File: config.mk
export PLATFORM = sky130hd
export DESIGN_NAME = instr_fetch_unit_flat
export DESIGN_NICKNAME = d
export VERILOG_FILES = /design/src/rtl/fetch_pkg.sv /design/src/rtl/instr_fetch_unit_if.sv /design/src/rtl/fetch_fifo.sv /design/src/rtl/instr_fetch_unit.sv /design/src/flat_wrapper.sv
export SDC_FILE = /design/constraint.sdc
export NUM_CORES = 1
export LEC_CHECK = 0
export CAP_MARGIN = 20
export CORE_ASPECT_RATIO = 0.7
export CORE_UTILIZATION = 45
export DETAILED_ROUTE_END_ITERATION = 16
export HOLD_SLACK_MARGIN = 0.02
export PLACE_DENSITY = 0.77
export SLEW_MARGIN = 20
export SYNTH_ARGS = -nofsm -noshare
export SYNTH_HDL_FRONTEND = slang
export SYNTH_HIERARCHICAL = 1
export SYNTH_SLANG_ARGS = --single-unit
File: constraint.sdc
create_clock -name clock -period 3.2 [get_ports clock]
set_input_delay 0.64 -clock clock [delete_from_list [all_inputs] [get_ports clock]]
set_output_delay 0.64 -clock clock [all_outputs]
set_load 0.005 [all_outputs]
File: src/rtl/fetch_pkg.sv
// fetch_pkg: shared types and constants for the instruction fetch unit.
//   fetch_state_t : fetch FSM states (IDLE / WAIT / DROP)
//   fetch_entry_t : one buffered instruction, {pc, instr}
//   FETCH_DEPTH   : instruction buffer depth
//   PC_STEP       : byte increment between sequential instructions
//   RESET_PC      : fetch address after reset
package fetch_pkg;

  typedef enum logic [1:0] {
    IDLE = 2'd0,
    WAIT = 2'd1,
    DROP = 2'd2
  } fetch_state_t;

  typedef struct packed {
    logic [31:0] pc;
    logic [31:0] instr;
  } fetch_entry_t;

  localparam logic [1:0]  FETCH_DEPTH = 2'd2;
  localparam logic [31:0] PC_STEP     = 32'd4;
  localparam logic [31:0] RESET_PC    = 32'h0000_0000;

  // Force a byte address onto a word boundary.
  function automatic logic [31:0] word_align(input logic [31:0] pc);
    return pc & ~32'h0000_0003;
  endfunction

endpackage

File: src/rtl/instr_fetch_unit_if.sv
// instr_fetch_unit_if: bundle of the fetch unit's redirect, memory and
// decode-side signals.
//   redirect_valid/redirect_pc : new fetch target from the branch unit
//   mem_req/mem_addr           : read request to instruction memory
//   mem_ack/mem_rdata          : read completion and data
//   inst_valid/inst_data/inst_pc/inst_ready : decode handshake
// master = the fetch unit, slave = its environment.
interface instr_fetch_unit_if;

  logic        redirect_valid;
  logic [31:0] redirect_pc;
  logic        mem_req;
  logic [31:0] mem_addr;
  logic        mem_ack;
  logic [31:0] mem_rdata;
  logic        inst_valid;
  logic [31:0] inst_data;
  logic [31:0] inst_pc;
  logic        inst_ready;

  modport master (
    input  redirect_valid, redirect_pc, mem_ack, mem_rdata, inst_ready,
    output mem_req, mem_addr, inst_valid, inst_data, inst_pc
  );

  modport slave (
    output redirect_valid, redirect_pc, mem_ack, mem_rdata, inst_ready,
    input  mem_req, mem_addr, inst_valid, inst_data, inst_pc
  );

endinterface

File: src/rtl/fetch_fifo.sv
// fetch_fifo: 2-entry {pc, instr} buffer between memory and decode.
//   clock, reset : clock and synchronous active-high reset
//   push, din    : write one entry
//   pop          : discard the head entry
//   flush        : empty the buffer (wins over push/pop)
//   head         : oldest entry (entry 0), registered
//   count        : number of valid entries, 0..2
module fetch_fifo
  import fetch_pkg::*;
(
  input  logic         clock,
  input  logic         reset,
  input  logic         push,
  input  logic         pop,
  input  logic         flush,
  input  fetch_entry_t din,
  output fetch_entry_t head,
  output logic [1:0]   count
);

  fetch_entry_t entry0;
  fetch_entry_t entry1;
  logic         do_push;
  logic         do_pop;

  // A push into a full buffer is only legal when a pop frees a slot.
  assign do_pop  = pop && (count != 2'd0);
  assign do_push = push && ((count < FETCH_DEPTH) || do_pop);

  always_ff @(posedge clock) begin
    if (reset) begin
      entry0 <= '0;
      entry1 <= '0;
      count  <= '0;
    end else if (flush) begin
      count <= '0;
    end else begin
      case ({do_push, do_pop})
        2'b10: begin
          if (count == 2'd0) entry0 <= din;
          else               entry1 <= din;
          count <= count + 2'd1;
        end
        2'b01: begin
          entry0 <= entry1;
          count  <= count - 2'd1;
        end
        2'b11: begin
          // count stays put; new data lands behind whatever survives the pop
          if (count == 2'd1) begin
            entry0 <= din;
          end else begin
            entry0 <= entry1;
            entry1 <= din;
          end
        end
        default: ;
      endcase
    end
  end

  assign head = entry0;

endmodule

File: src/rtl/instr_fetch_unit.sv
// instr_fetch_unit: sequential instruction fetcher with redirect support
// and a 2-entry instruction buffer.
//   clock : rising-edge clock
//   reset : synchronous active-high reset
//   bus   : redirect input, instruction-memory request/ack, decode handshake
//
// state | meaning
// ------+-----------------------------------------------------------
// IDLE  | no request outstanding; issue when buffer has room
// WAIT  | request at req_pc outstanding; ack data will be buffered
// DROP  | request outstanding but made stale by a redirect; ack dropped
module instr_fetch_unit
  import fetch_pkg::*;
(
  input  logic               clock,
  input  logic               reset,
  instr_fetch_unit_if.master bus
);

  fetch_state_t state, state_nxt;
  logic [31:0]  fetch_pc, fetch_pc_nxt;
  logic [31:0]  req_pc, req_pc_nxt;
  logic         push, pop, flush;
  logic [1:0]   count;
  fetch_entry_t head;
  fetch_entry_t din;

  always_ff @(posedge clock) begin
    if (reset) begin
      state    <= IDLE;
      fetch_pc <= RESET_PC;
      req_pc   <= RESET_PC;
    end else begin
      state    <= state_nxt;
      fetch_pc <= fetch_pc_nxt;
      req_pc   <= req_pc_nxt;
    end
  end

  always_comb begin
    state_nxt    = state;
    fetch_pc_nxt = fetch_pc;
    req_pc_nxt   = req_pc;
    push         = 1'b0;

    case (state)
      IDLE: begin
        if (!bus.redirect_valid && (count < FETCH_DEPTH)) begin
          state_nxt  = WAIT;
          req_pc_nxt = fetch_pc;
        end
      end
      WAIT: begin
        if (bus.mem_ack) begin
          state_nxt = IDLE;
          if (!bus.redirect_valid) begin
            push         = 1'b1;
            fetch_pc_nxt = req_pc + PC_STEP;
          end
        end else if (bus.redirect_valid) begin
          state_nxt = DROP;
        end
      end
      DROP: begin
        // The stale request must still complete before a new one is issued.
        if (bus.mem_ack) state_nxt = IDLE;
      end
      default: state_nxt = IDLE;
    endcase

    if (bus.redirect_valid) fetch_pc_nxt = word_align(bus.redirect_pc);
  end

  assign flush = bus.redirect_valid;
  assign pop   = bus.inst_valid && bus.inst_ready && !bus.redirect_valid;
  assign din   = '{pc: req_pc, instr: bus.mem_rdata};

  fetch_fifo u_fifo (
    .clock (clock),
    .reset (reset),
    .push  (push),
    .pop   (pop),
    .flush (flush),
    .din   (din),
    .head  (head),
    .count (count)
  );

  assign bus.mem_req    = (state != IDLE);
  assign bus.mem_addr   = req_pc;
  assign bus.inst_valid = (count != 2'd0);
  assign bus.inst_data  = head.instr;
  assign bus.inst_pc    = head.pc;

endmodule

File: src/flat_wrapper.sv
// flat-port wrapper written by rule: the top's interface ports become plain ports
module instr_fetch_unit_flat import fetch_pkg::*;
  (clock, reset, bus_redirect_valid, bus_redirect_pc, bus_mem_ack, bus_mem_rdata, bus_inst_ready, bus_mem_req, bus_mem_addr, bus_inst_valid, bus_inst_data, bus_inst_pc);
  instr_fetch_unit_if bus_i ();
  input  logic clock;
  input  logic reset;
  input wire logic [$bits(bus_i.redirect_valid)-1:0] bus_redirect_valid;
  input wire logic [$bits(bus_i.redirect_pc)-1:0] bus_redirect_pc;
  input wire logic [$bits(bus_i.mem_ack)-1:0] bus_mem_ack;
  input wire logic [$bits(bus_i.mem_rdata)-1:0] bus_mem_rdata;
  input wire logic [$bits(bus_i.inst_ready)-1:0] bus_inst_ready;
  output wire logic [$bits(bus_i.mem_req)-1:0] bus_mem_req;
  output wire logic [$bits(bus_i.mem_addr)-1:0] bus_mem_addr;
  output wire logic [$bits(bus_i.inst_valid)-1:0] bus_inst_valid;
  output wire logic [$bits(bus_i.inst_data)-1:0] bus_inst_data;
  output wire logic [$bits(bus_i.inst_pc)-1:0] bus_inst_pc;
  assign bus_i.redirect_valid = bus_redirect_valid;
  assign bus_i.redirect_pc = bus_redirect_pc;
  assign bus_i.mem_ack = bus_mem_ack;
  assign bus_i.mem_rdata = bus_mem_rdata;
  assign bus_i.inst_ready = bus_inst_ready;
  assign bus_mem_req = bus_i.mem_req;
  assign bus_mem_addr = bus_i.mem_addr;
  assign bus_inst_valid = bus_i.inst_valid;
  assign bus_inst_data = bus_i.inst_data;
  assign bus_inst_pc = bus_i.inst_pc;
  instr_fetch_unit u_core (.clock(clock), .reset(reset), .bus(bus_i));
endmodule
==> results of run 1 <==
-- worst max-delay path, cell delays in order --
cell	delay (ns)
clkdlybuf4s50_1	0.55
nand2_1	0.09
nor3_1	0.28
nand2_1	0.16
inv_1	0.14
ha_1	0.24
nand2b_4	0.10
a221o_2	0.36
buf_12	0.20
nand2_1	0.13
a21oi_1	0.08
-- power by group through the flow --
stage,clock (mW),sequential [mW],combinational [mW]
2_1_floorplan,0,2.59,0.194
3_3_place_gp,0,2.60,0.392
3_5_place_dp,0,2.61,0.398
4_1_cts,2.30,2.55,0.400
5_1_grt,2.40,2.56,0.436
6_report,2.26,2.55,0.399
-- placed cells by master (no fill, tap or decap), types with 2 or more instances in the layout --
cell type / count
clkdlybuf4s50_1: 162
buf_12: 11
clkbuf_8: 2
bufinv_16: 4
nor2_1: 103
xor2_1: 2
or2_2: 4
and3b_1: 2
and4_1: 5
clkbuf_16: 17
nand2_1: 235
inv_6: 2
nand3_1: 10
a21oi_2: 10
a221oi_1: 65
clkbuf_1: 2
xnor2_1: 27
nor3_1: 74
inv_1: 10
and3_2: 2
nor4_1: 9
ha_1: 8
dfxtp_1: 196
o21ai_0: 4
o22ai_1: 23
nand2_2: 9
nand2b_4: 3
buf_4: 8
a21oi_1: 113
nand4_1: 4
-- cell families after synthesis --
kind of cell	count (synthesis)
simple gates	468
compound gates	227
flops	196
buf+inv	95
xor+xnor	29
fa+ha+maj	8
mux	2
-- worst paths after layout --
check	startpoint	end	slack (ns)	cells after the start
min reg2reg	u_core/fetch_pc[29]	u_core/bus.mem_addr[29]	0.45	2
max reg2reg	u_core/u_fifo/count[1]	u_core/u_fifo/entry1[61]	0.45	12
min	u_core/fetch_pc[29]	u_core/bus.mem_addr[29]	0.45	2
max	bus_mem_ack	u_core/u_fifo/entry1[61]	0.45	11
-- stage by stage --
stage          worst slack, ns   util  hold WS (ns)  instances
6_report                 0.449  0.595         0.449       1389
5_1_grt                  0.219  0.595         0.462       1389
4_1_cts                  0.469  0.595         0.450       1389
3_5_place_dp            0.0265  0.562         0.444       1360
3_3_place_gp            0.0887  0.562         0.433       1360
2_1_floorplan            0.166      -         0.429       1025
-- routing by layer --
layer / up-vias / part of all wire / global-route usage
met5: - / 0 / 0
met4: 0 / 0.012 / 0.0673
met3: 23 / 0.087 / 0.0651
met2: 298 / 0.46 / 0.394
met1: 3605 / 0.44 / 0.327
li1: 3790 / - / -
-- state kept, by name, summed over array words and instances (netlist names) --
name                  count
u_core/bus.mem_addr      32
u_core/fetch_pc          32
u_core/state              2
u_core/u_fifo/count       2
u_core/u_fifo/entry1     64
u_core/u_fifo/head       64
-- cell type report --
type / instances / area [sq um]
clock buffers: 21 / 460
clock inverters: 8 / 150
inverters: 11 / 41.3
multi-input cells: 734 / 3960
well taps: 236 / 295
repair buffers: 183 / 1920
flip-flops and latches: 196 / 3920
fillers: 1645 / 7300
==> metrics.txt, run 1 <==
placed cell areas=0.0101 sq mm; Mapped Avg Cell Area=8.12 sq um; post-CTS resize count=0; row count=41; Starting DRT DRC Count=738; top-count cell post-synth=nand2_1; Cell Pwr Density=484 mW/mm^2; Clock Latency Late Sink=0.43 ns; Final Cell Area=0.0108 sq mm; core area=0.0181 sq mm; layout cells sized above 1=0.0763; status=finished, final reports clean; worst endpoint required time=3.47 ns; FF+latch count, synth=196; initial core utilization=0.461; critical path type=input pin to flop; vias per cell=5.56; die area=0.0191 sq mm; synth cell count leaders=nand2_1 (235), dfxtp_1 (196), a21oi_1 (113); fin nets=1,220; root buffer selected by CTS=clkbuf_16; maximum VDD drop=0.000316 V; TritonCTS Sinks=196; crit path DAT=3.02 ns; P_sw=1.17 mW; total number of vias=7,716; Worst Path Max Fanout=64; postcts setup bufs=0; Switching Fraction=0.224; All-Layer GR Usage=0.246; Synth Area in XOR/XNOR=0.0305; logic gate share of total power=0.077; initial antenna violation count=0; Clock H-tree levels=4; Max Root-Sink Buffers=2; Sequential Power Share=0.490; drt drc=0; Post-DRT Antenna Nets=0; cell taking the most area after synthesis=dfxtp_1; Final Hold Fails=0; top-area cell type share of the netlist area=0.471; FMAX=364 MHz; Synth Area in Simple Gates=0.247; Netlist cell types=49; hold bufs inserted after CTS=0; grt ovf=0; Max Slew Vio Count=0; Max-Cap Viols=0; period utilization=0.860; final setup violation count=0; leakage power=3.55 nW; DPL Wire Length=14.2 mm; number of synthesized flops with an enable pin=0; Clock Power Share=0.433; yosys warns=6; post-synthesis adder-cell area fraction=0.0120; n_diodes=0; Compound-Gate Fraction of Synth Area=0.182; global-route wire length before repair=36.8 mm; multiplexer area fraction after synthesis=0.00256; Placer Congestion=0.807; main combinational cell family by area after synthesis=simple AND/OR/NAND/NOR gates; chip width=165 microns; syn_nets=1,102; Die Y=116 microns; unrepaired setup endpoints after global routing=false; Synth Instances=1,025; post-synthesis cell area=0.00832 sq mm; Hold Crit Class=flop to flop; Worst setup EP type=flop; Post-Route WL=22.8 mm; WL/cell=16.4 microns; post-synthesis sequential area ratio=0.471; Area Growth Syn to Fin=29.2%; Top Ports=167; setup_tns=0 ns; DRT Pass-1 Iters=5; Min Clock Period, post-route=2.75 ns; CTS tree=built; # port buffers=164; ys flop type=dfxtp_1; Rel. slew slack=0.502; internal power=4.04 mW; Worst-path clk slew=0.07 ns; top post-synthesis cells by area=dfxtp_1 (47%), nand2_1 (11%), a221oi_1 (6.8%); crit start category=input pin; vias in the first global route=7,119; cts bufs inserted=17; largest net degree at the start of global routing=160; Slew @ Worst Pin=0.747 ns; overall power=5.21 mW; Async S/R FF share, synth=0; Clock Skews=0.00928 ns
Note: power is estimated with default switching activity, not from simulation.
==> inputs of run 2 (changes only) <==
- SKIP_LAST_GASP: unset -> 1
==> results of run 2 <==
Final layout, timing and power as in run 1 (identical DEF).
==> inputs of run 3 (changes only) <==
- CAP_MARGIN: 20 -> unset
==> results of run 3 <==
Final layout, timing and power as in run 1 (identical DEF).
